$ cat src/rtl/irq_core_bridge_if.sv
// Bridge-side bundle: pending/enable from the service unit, request/ack to the core.
// master = the bridge, slave = the service unit plus the core.
interface irq_core_bridge_if #(parameter int NUM_IRQ = 32);
  logic [NUM_IRQ-1:0] irq_pending_i;
  logic               irq_enable_i;
  logic               core_irq_o;
  logic [4:0]         core_irq_id_o;
  logic               core_irq_ack_i;
  logic               irq_ack_o;
  logic [4:0]         irq_id_o;
  logic               spurious_ack_o;

  modport master (
    input  irq_pending_i, irq_enable_i, core_irq_ack_i,
    output core_irq_o, core_irq_id_o, irq_ack_o, irq_id_o, spurious_ack_o
  );
  modport slave (
    output irq_pending_i, irq_enable_i, core_irq_ack_i,
    input  core_irq_o, core_irq_id_o, irq_ack_o, irq_id_o, spurious_ack_o
  );
endinterface

$ cat src/rtl/irq_core_bridge.sv
// Interrupt bridge: arbitrates pending lines, requests the core, returns the ack to the service unit.
// IRQ_BRIDGE_RR_EN selects round-robin arbitration; otherwise lowest index wins.
module irq_core_bridge #(
  parameter int NUM_IRQ = 32
) (
  input  logic HCLK,
  input  logic HRESET,
  irq_core_bridge_if.master bus
);
  typedef enum logic [1:0] {IDLE, REQ, ACK, HOLD} state_e;

  state_e     state_q, state_d;
  logic [4:0] id_q, id_d;
  logic [4:0] ack_id_q, ack_id_d;
  logic       spur_q, spur_d;
  logic       rdy_q;
  logic [4:0] win_id;
  logic       win_vld;

`ifdef IRQ_BRIDGE_RR_EN
  logic [4:0] ptr_q, ptr_d;
  logic [5:0] idx;

  // Search starts at the pointer and wraps, first hit wins.
  always_comb begin
    win_vld = 1'b0;
    win_id  = '0;
    idx     = '0;
    for (int i = 0; i < NUM_IRQ; i++) begin
      idx = 6'(ptr_q) + 6'(i);
      if (idx >= 6'(NUM_IRQ)) idx = idx - 6'(NUM_IRQ);
      if (!win_vld && bus.irq_pending_i[idx[4:0]]) begin
        win_vld = 1'b1;
        win_id  = idx[4:0];
      end
    end
  end
`else
  always_comb begin
    win_vld = 1'b0;
    win_id  = '0;
    for (int i = NUM_IRQ-1; i >= 0; i--) begin
      if (bus.irq_pending_i[i]) begin
        win_vld = 1'b1;
        win_id  = 5'(i);
      end
    end
  end
`endif

  // rdy_q holds off arbitration for the first edge after reset release.
  always_ff @(posedge HCLK or posedge HRESET) begin
    if (HRESET) begin
      state_q  <= IDLE;
      id_q     <= '0;
      ack_id_q <= '0;
      spur_q   <= 1'b0;
      rdy_q    <= 1'b0;
`ifdef IRQ_BRIDGE_RR_EN
      ptr_q    <= '0;
`endif
    end else begin
      state_q  <= state_d;
      id_q     <= id_d;
      ack_id_q <= ack_id_d;
      spur_q   <= spur_d;
      rdy_q    <= 1'b1;
`ifdef IRQ_BRIDGE_RR_EN
      ptr_q    <= ptr_d;
`endif
    end
  end

  always_comb begin
    state_d  = state_q;
    id_d     = id_q;
    ack_id_d = ack_id_q;
    spur_d   = bus.core_irq_ack_i && (state_q != REQ);
`ifdef IRQ_BRIDGE_RR_EN
    ptr_d    = ptr_q;
`endif
    case (state_q)
      IDLE: if (rdy_q && bus.irq_enable_i && win_vld) begin
        id_d    = win_id;
        state_d = REQ;
      end
      // Ack beats a same-cycle withdrawal.
      REQ: if (bus.core_irq_ack_i) begin
        state_d  = ACK;
        ack_id_d = id_q;
      end else if (!bus.irq_enable_i || !bus.irq_pending_i[id_q]) begin
        state_d = IDLE;
      end
      ACK: begin
        state_d = HOLD;
`ifdef IRQ_BRIDGE_RR_EN
        ptr_d = (id_q == 5'(NUM_IRQ-1)) ? 5'd0 : id_q + 5'd1;
`endif
      end
      default: state_d = IDLE;
    endcase
  end

  always_comb begin
    bus.core_irq_o     = (state_q == REQ);
    bus.core_irq_id_o  = id_q;
    bus.irq_ack_o      = (state_q == ACK);
    bus.irq_id_o       = ack_id_q;
    bus.spurious_ack_o = spur_q;
  end
endmodule

$ cat src/flat_wrapper.sv
// flat-port wrapper written by rule: the top's interface ports become plain ports
module irq_core_bridge_flat 
#(
  parameter int NUM_IRQ = 32
)
  (HCLK, HRESET, bus_irq_pending_i, bus_irq_enable_i, bus_core_irq_ack_i, bus_core_irq_o, bus_core_irq_id_o, bus_irq_ack_o, bus_irq_id_o, bus_spurious_ack_o);
  irq_core_bridge_if #(.NUM_IRQ(NUM_IRQ)) bus_i ();
  input  logic HCLK;
  input  logic HRESET;
  input wire logic [$bits(bus_i.irq_pending_i)-1:0] bus_irq_pending_i;
  input wire logic [$bits(bus_i.irq_enable_i)-1:0] bus_irq_enable_i;
  input wire logic [$bits(bus_i.core_irq_ack_i)-1:0] bus_core_irq_ack_i;
  output wire logic [$bits(bus_i.core_irq_o)-1:0] bus_core_irq_o;
  output wire logic [$bits(bus_i.core_irq_id_o)-1:0] bus_core_irq_id_o;
  output wire logic [$bits(bus_i.irq_ack_o)-1:0] bus_irq_ack_o;
  output wire logic [$bits(bus_i.irq_id_o)-1:0] bus_irq_id_o;
  output wire logic [$bits(bus_i.spurious_ack_o)-1:0] bus_spurious_ack_o;
  assign bus_i.irq_pending_i = bus_irq_pending_i;
  assign bus_i.irq_enable_i = bus_irq_enable_i;
  assign bus_i.core_irq_ack_i = bus_core_irq_ack_i;
  assign bus_core_irq_o = bus_i.core_irq_o;
  assign bus_core_irq_id_o = bus_i.core_irq_id_o;
  assign bus_irq_ack_o = bus_i.irq_ack_o;
  assign bus_irq_id_o = bus_i.irq_id_o;
  assign bus_spurious_ack_o = bus_i.spurious_ack_o;
  irq_core_bridge #(.NUM_IRQ(NUM_IRQ)) u_core (.HCLK(HCLK), .HRESET(HRESET), .bus(bus_i));
endmodule
$ cat config.mk
export PLATFORM = sky130hd
export DESIGN_NAME = irq_core_bridge_flat
export DESIGN_NICKNAME = d
export VERILOG_FILES = /design/src/rtl/irq_core_bridge_if.sv /design/src/rtl/irq_core_bridge.sv /design/src/flat_wrapper.sv
export SDC_FILE = /design/constraint.sdc
export NUM_CORES = 1
export LEC_CHECK = 0
export BUFFER_PORTS_ARGS = -buffer_cell sky130_fd_sc_hd__buf_2
export CORE_MARGIN = 1
export CORE_UTILIZATION = 47
export CTS_CLUSTER_DIAMETER = 100
export DETAILED_ROUTE_END_ITERATION = 6
export GPL_ROUTABILITY_DRIVEN = 0
export PLACE_DENSITY = 0.87
export SLEW_MARGIN = 20
export SYNTH_ARGS = -nofsm -noshare
export SYNTH_HDL_FRONTEND = slang
export SYNTH_SLANG_ARGS = --single-unit
export TNS_END_PERCENT = 100
$ cat constraint.sdc
create_clock -name HCLK -period 2.05 [get_ports HCLK]
set_clock_uncertainty 0.15 [all_clocks]
set_input_delay 0.41 -clock HCLK [delete_from_list [all_inputs] [get_ports HCLK]]
set_output_delay 0.41 -clock HCLK [all_outputs]
set_load 0.05 [all_outputs]
==> metrics.md <==
| Metric | Value |
|---|---|
| Full die area | 2780 um^2 |
| Clk sinks | 14 |
| Via count of the first global-routing pass | 1192 |
| Post-layout minimum cycle time | 1.96 ns |
| Synth Instances | 125 |
| PortBufs | 48 |
| Post-Syn Area | 1210 um^2 |
| Largest net degree at the start of global routing | 15 |
| Setup TNS | 0 ns |
| Net count, final | 216 |
| Post-synthesis sequential area ratio | between 20 and 30% |
| Num CTS Buffers | 3 |
| Buffer and inverter count on the worst path | 0 |
| CTS max path bufs | 2 |
| Pins Over Slew Limit | 0 |
| Post-DP HPWL | 2520 um |
| Number of synthesis warnings | 0 |
| RSZ-0062 raised after global routing | false |
| First drt pass iteration count | 6 |
| Largest delay share family, worst path | multiplexers |
| Ys async rst share | 100% |
| IO Pins | 49 |
| Status | complete, but fails checks |
| Maximum VDD drop | 0.721 mV |
| Post-Route WL | 3090 um |
| CP Class | reg2reg |
| Top-area cell type share of the netlist area | 29.0% |
| Setup crit end kind | flip-flop |
| Top-count cell post-synth | nor2_1 |
| Slowest stage delay, CP | 0.63 ns |
| GRT Residual Overflow | 0 |
| Hold Path Class | in2async |
| Worst hold margin | -0.0140 ns |
| Layout cell share with drive strength beyond 1 | between 30% and 40% |
| Tightest Pin Transition | 0.509 ns |
| Count of final setup violators | 0 |
| Initial core utilization | 49.3% |
| Ant diodes | 0 |
| Leading area contributor after synthesis | dfrtp_1 |
| DIE WIDTH | 52.7 um |
| Final hold violation count | 7 |
| First-pass GRT wire length | 5290 um |
| Post CTS Setup Buffer Count | 0 |
| CP max-delay cell | mux4_1 |
| Violated checks | hold timing |
| H-tree Lvls | 1 |
| CTS tree | built |
| Synth Flop Type | dfrtp_1 |
| Critical Path RT | 2.07 ns |
| Synth Net Count | roughly 160 |
| Worst Path Max Fanout | 11 |
| Critical path cell sequence | mux4_1, mux2i_1, mux4_2, o221ai_2 |
| Core area | 2450 um^2 |
| Reported max-cap violation count | 0 |
| Via Count | 1293 |
| Hold_buf cts | 0 |
| Pwr per Cell Area | approximately 1000 nW/um^2 |
| Number of synthesized register bits | 14 |
| Clk_lat worst skew | roughly 0.29 ns |
| Worst setup SP type | flip-flop |
| Arr. time, crit path | 1.98 ns |
| DRT antenna net count | 0 |
| Chip Height | 52.7 um |
| Post-CTS sizing | 0 |
| Cell Rows | 18 |
| Filler cell count | 212 |
| Max_slew headroom | 66.0% |
| WL per Instance | 14.8 um |
| P&R area growth vs syn | 25.9% |
| Overall power | 1.52 mW |
| Area contributors post-synth | dfrtp_1, mux4_1, nor4_1, nor2_1, o21ai_0 |
| Initial antenna violation count | 0 |
| Cell variety after synth | 32 |
| Clk root buf | clkbuf_4 |
| Total track usage | 26.2% |
| Mean Syn Cell Area | 9.68 um^2 |
| DRC | 0 |
| DRT iter0 DRCs | 35 |
| Crit share post-route | 95.7% |
| Fmax | 510 MHz |
| Post-synth top cells | nor2_1, dfrtp_1, nor4_1 |
| Vias per cell | 6.19 |
| Number of flops mapped to enable cells by yosys | 0 |
| Clock slew at reported path FFs | 0.09 ns |
| Leak | 0.696 nW |
[placed cells by master, fill, tap and decap left out, types with 2 or more instances in the layout]
cell | netlist | routed
a21boi_0 | 2 | 2
a21o_1 | 2 | 2
a21oi_1 | 6 | 6
a311oi_1 | 2 | 2
buf_2 | 0 | 48
buf_4 | 0 | 5
clkbuf_4 | 0 | 3
dfrtp_1 | 14 | 12
dfrtp_2 | 0 | 2
inv_1 | 7 | 7
mux2_2 | 4 | 4
mux2i_1 | 4 | 4
mux4_1 | 8 | 8
nand2_1 | 7 | 7
nand2b_1 | 3 | 3
nand3_1 | 2 | 2
nand3b_1 | 2 | 2
nand4_1 | 2 | 2
nor2_1 | 15 | 15
nor2b_1 | 5 | 4
nor3_1 | 4 | 4
nor4_1 | 11 | 11
o21ai_0 | 9 | 9
or4_1 | 2 | 2
[where the power goes]
group          leakage (nW)  switching (mW)  internal [mW]  total (mW)
Clock                0.0150          0.0855         0.0756       0.161
Combinational         0.506           0.557          0.314       0.870
Sequential            0.174           0.118          0.372       0.490
Total                 0.696           0.760          0.762        1.52
[logic make-up (layout without fill, tap and decap cells)]
group	Yosys count	in the layout	share of synthesized area [%]
muxes	17	17	26.3
other	1	1	0.310
and+or+nand+nor	53	53	22.6
DFF	14	14	29.0
buffers and inverters	10	64	4.96
AOI/OAI and AO/OA	30	30	16.9
[through the flow]
stage / cells / cell area [um^2] / util, % / worst slack [ns]
2_1_floorplan: 125 / 1210 / - / 0.0949
3_3_place_gp: 205 / 1500 / 61.0 / 0.0813
3_5_place_dp: 205 / 1500 / 61.0 / 0.0184
4_1_cts: 209 / 1520 / 62.0 / 0.0998
5_1_grt: 209 / 1520 / 62.0 / 0.0426
6_report: 209 / 1520 / 62.0 / 0.0875
[final cells by class]
class / instances / area (um^2) / area share, %
well taps: 30 / 37.5 / 2.47
inverters: 7 / 26.3 / 1.73
repair buffers: 53 / 278 / 18.2
multi-input cells: 101 / 802 / 52.7
flip-flops and latches: 14 / 353 / 23.2
clock buffers: 4 / 26.3 / 1.73
[final timing paths]
path,slack [ns],to,start,cells after the start
worst max-delay path,0.09,u_core.state_q[0]$_DFFE_PP0P_,u_core.bus.core_irq_id_o[3]$_DFFE_PP0P_,4
worst min-delay path,-0.01,u_core.state_q[0]$_DFFE_PP0P_,HRESET,2
worst max register to register,0.09,u_core.state_q[0]$_DFFE_PP0P_,u_core.bus.core_irq_id_o[3]$_DFFE_PP0P_,4
worst min register to register,0.33,u_core.bus.irq_id_o[2]$_DFFE_PP0P_,u_core.bus.irq_id_o[2]$_DFFE_PP0P_,2
max in group asynchronous,1.40,u_core.bus.core_irq_id_o[1]$_DFFE_PP0P_,HRESET,2
min in group HCLK,0.22,u_core.bus.spurious_ack_o$_DFF_PP0_,bus_core_irq_ack_i,2
[flip-flops by register name (all words and copies together), names as in the netlist]
register                   count
u_core.bus.core_irq_id_o       5
u_core.bus.irq_id_o            5
u_core.state_q                 2
u_core.bus.spurious_ack_o      1
u_core.rdy_q                   1
[metal layers]
metal | share of wire [%] | GRT usage (%)
met3 | 8.2 | 4.06
met4 | 1.6 | 8.77
met2 | 49 | 45.8
met1 | 41 | 32.5
met5 | 0 | 0
Note: power is estimated with default switching activity, not from simulation.
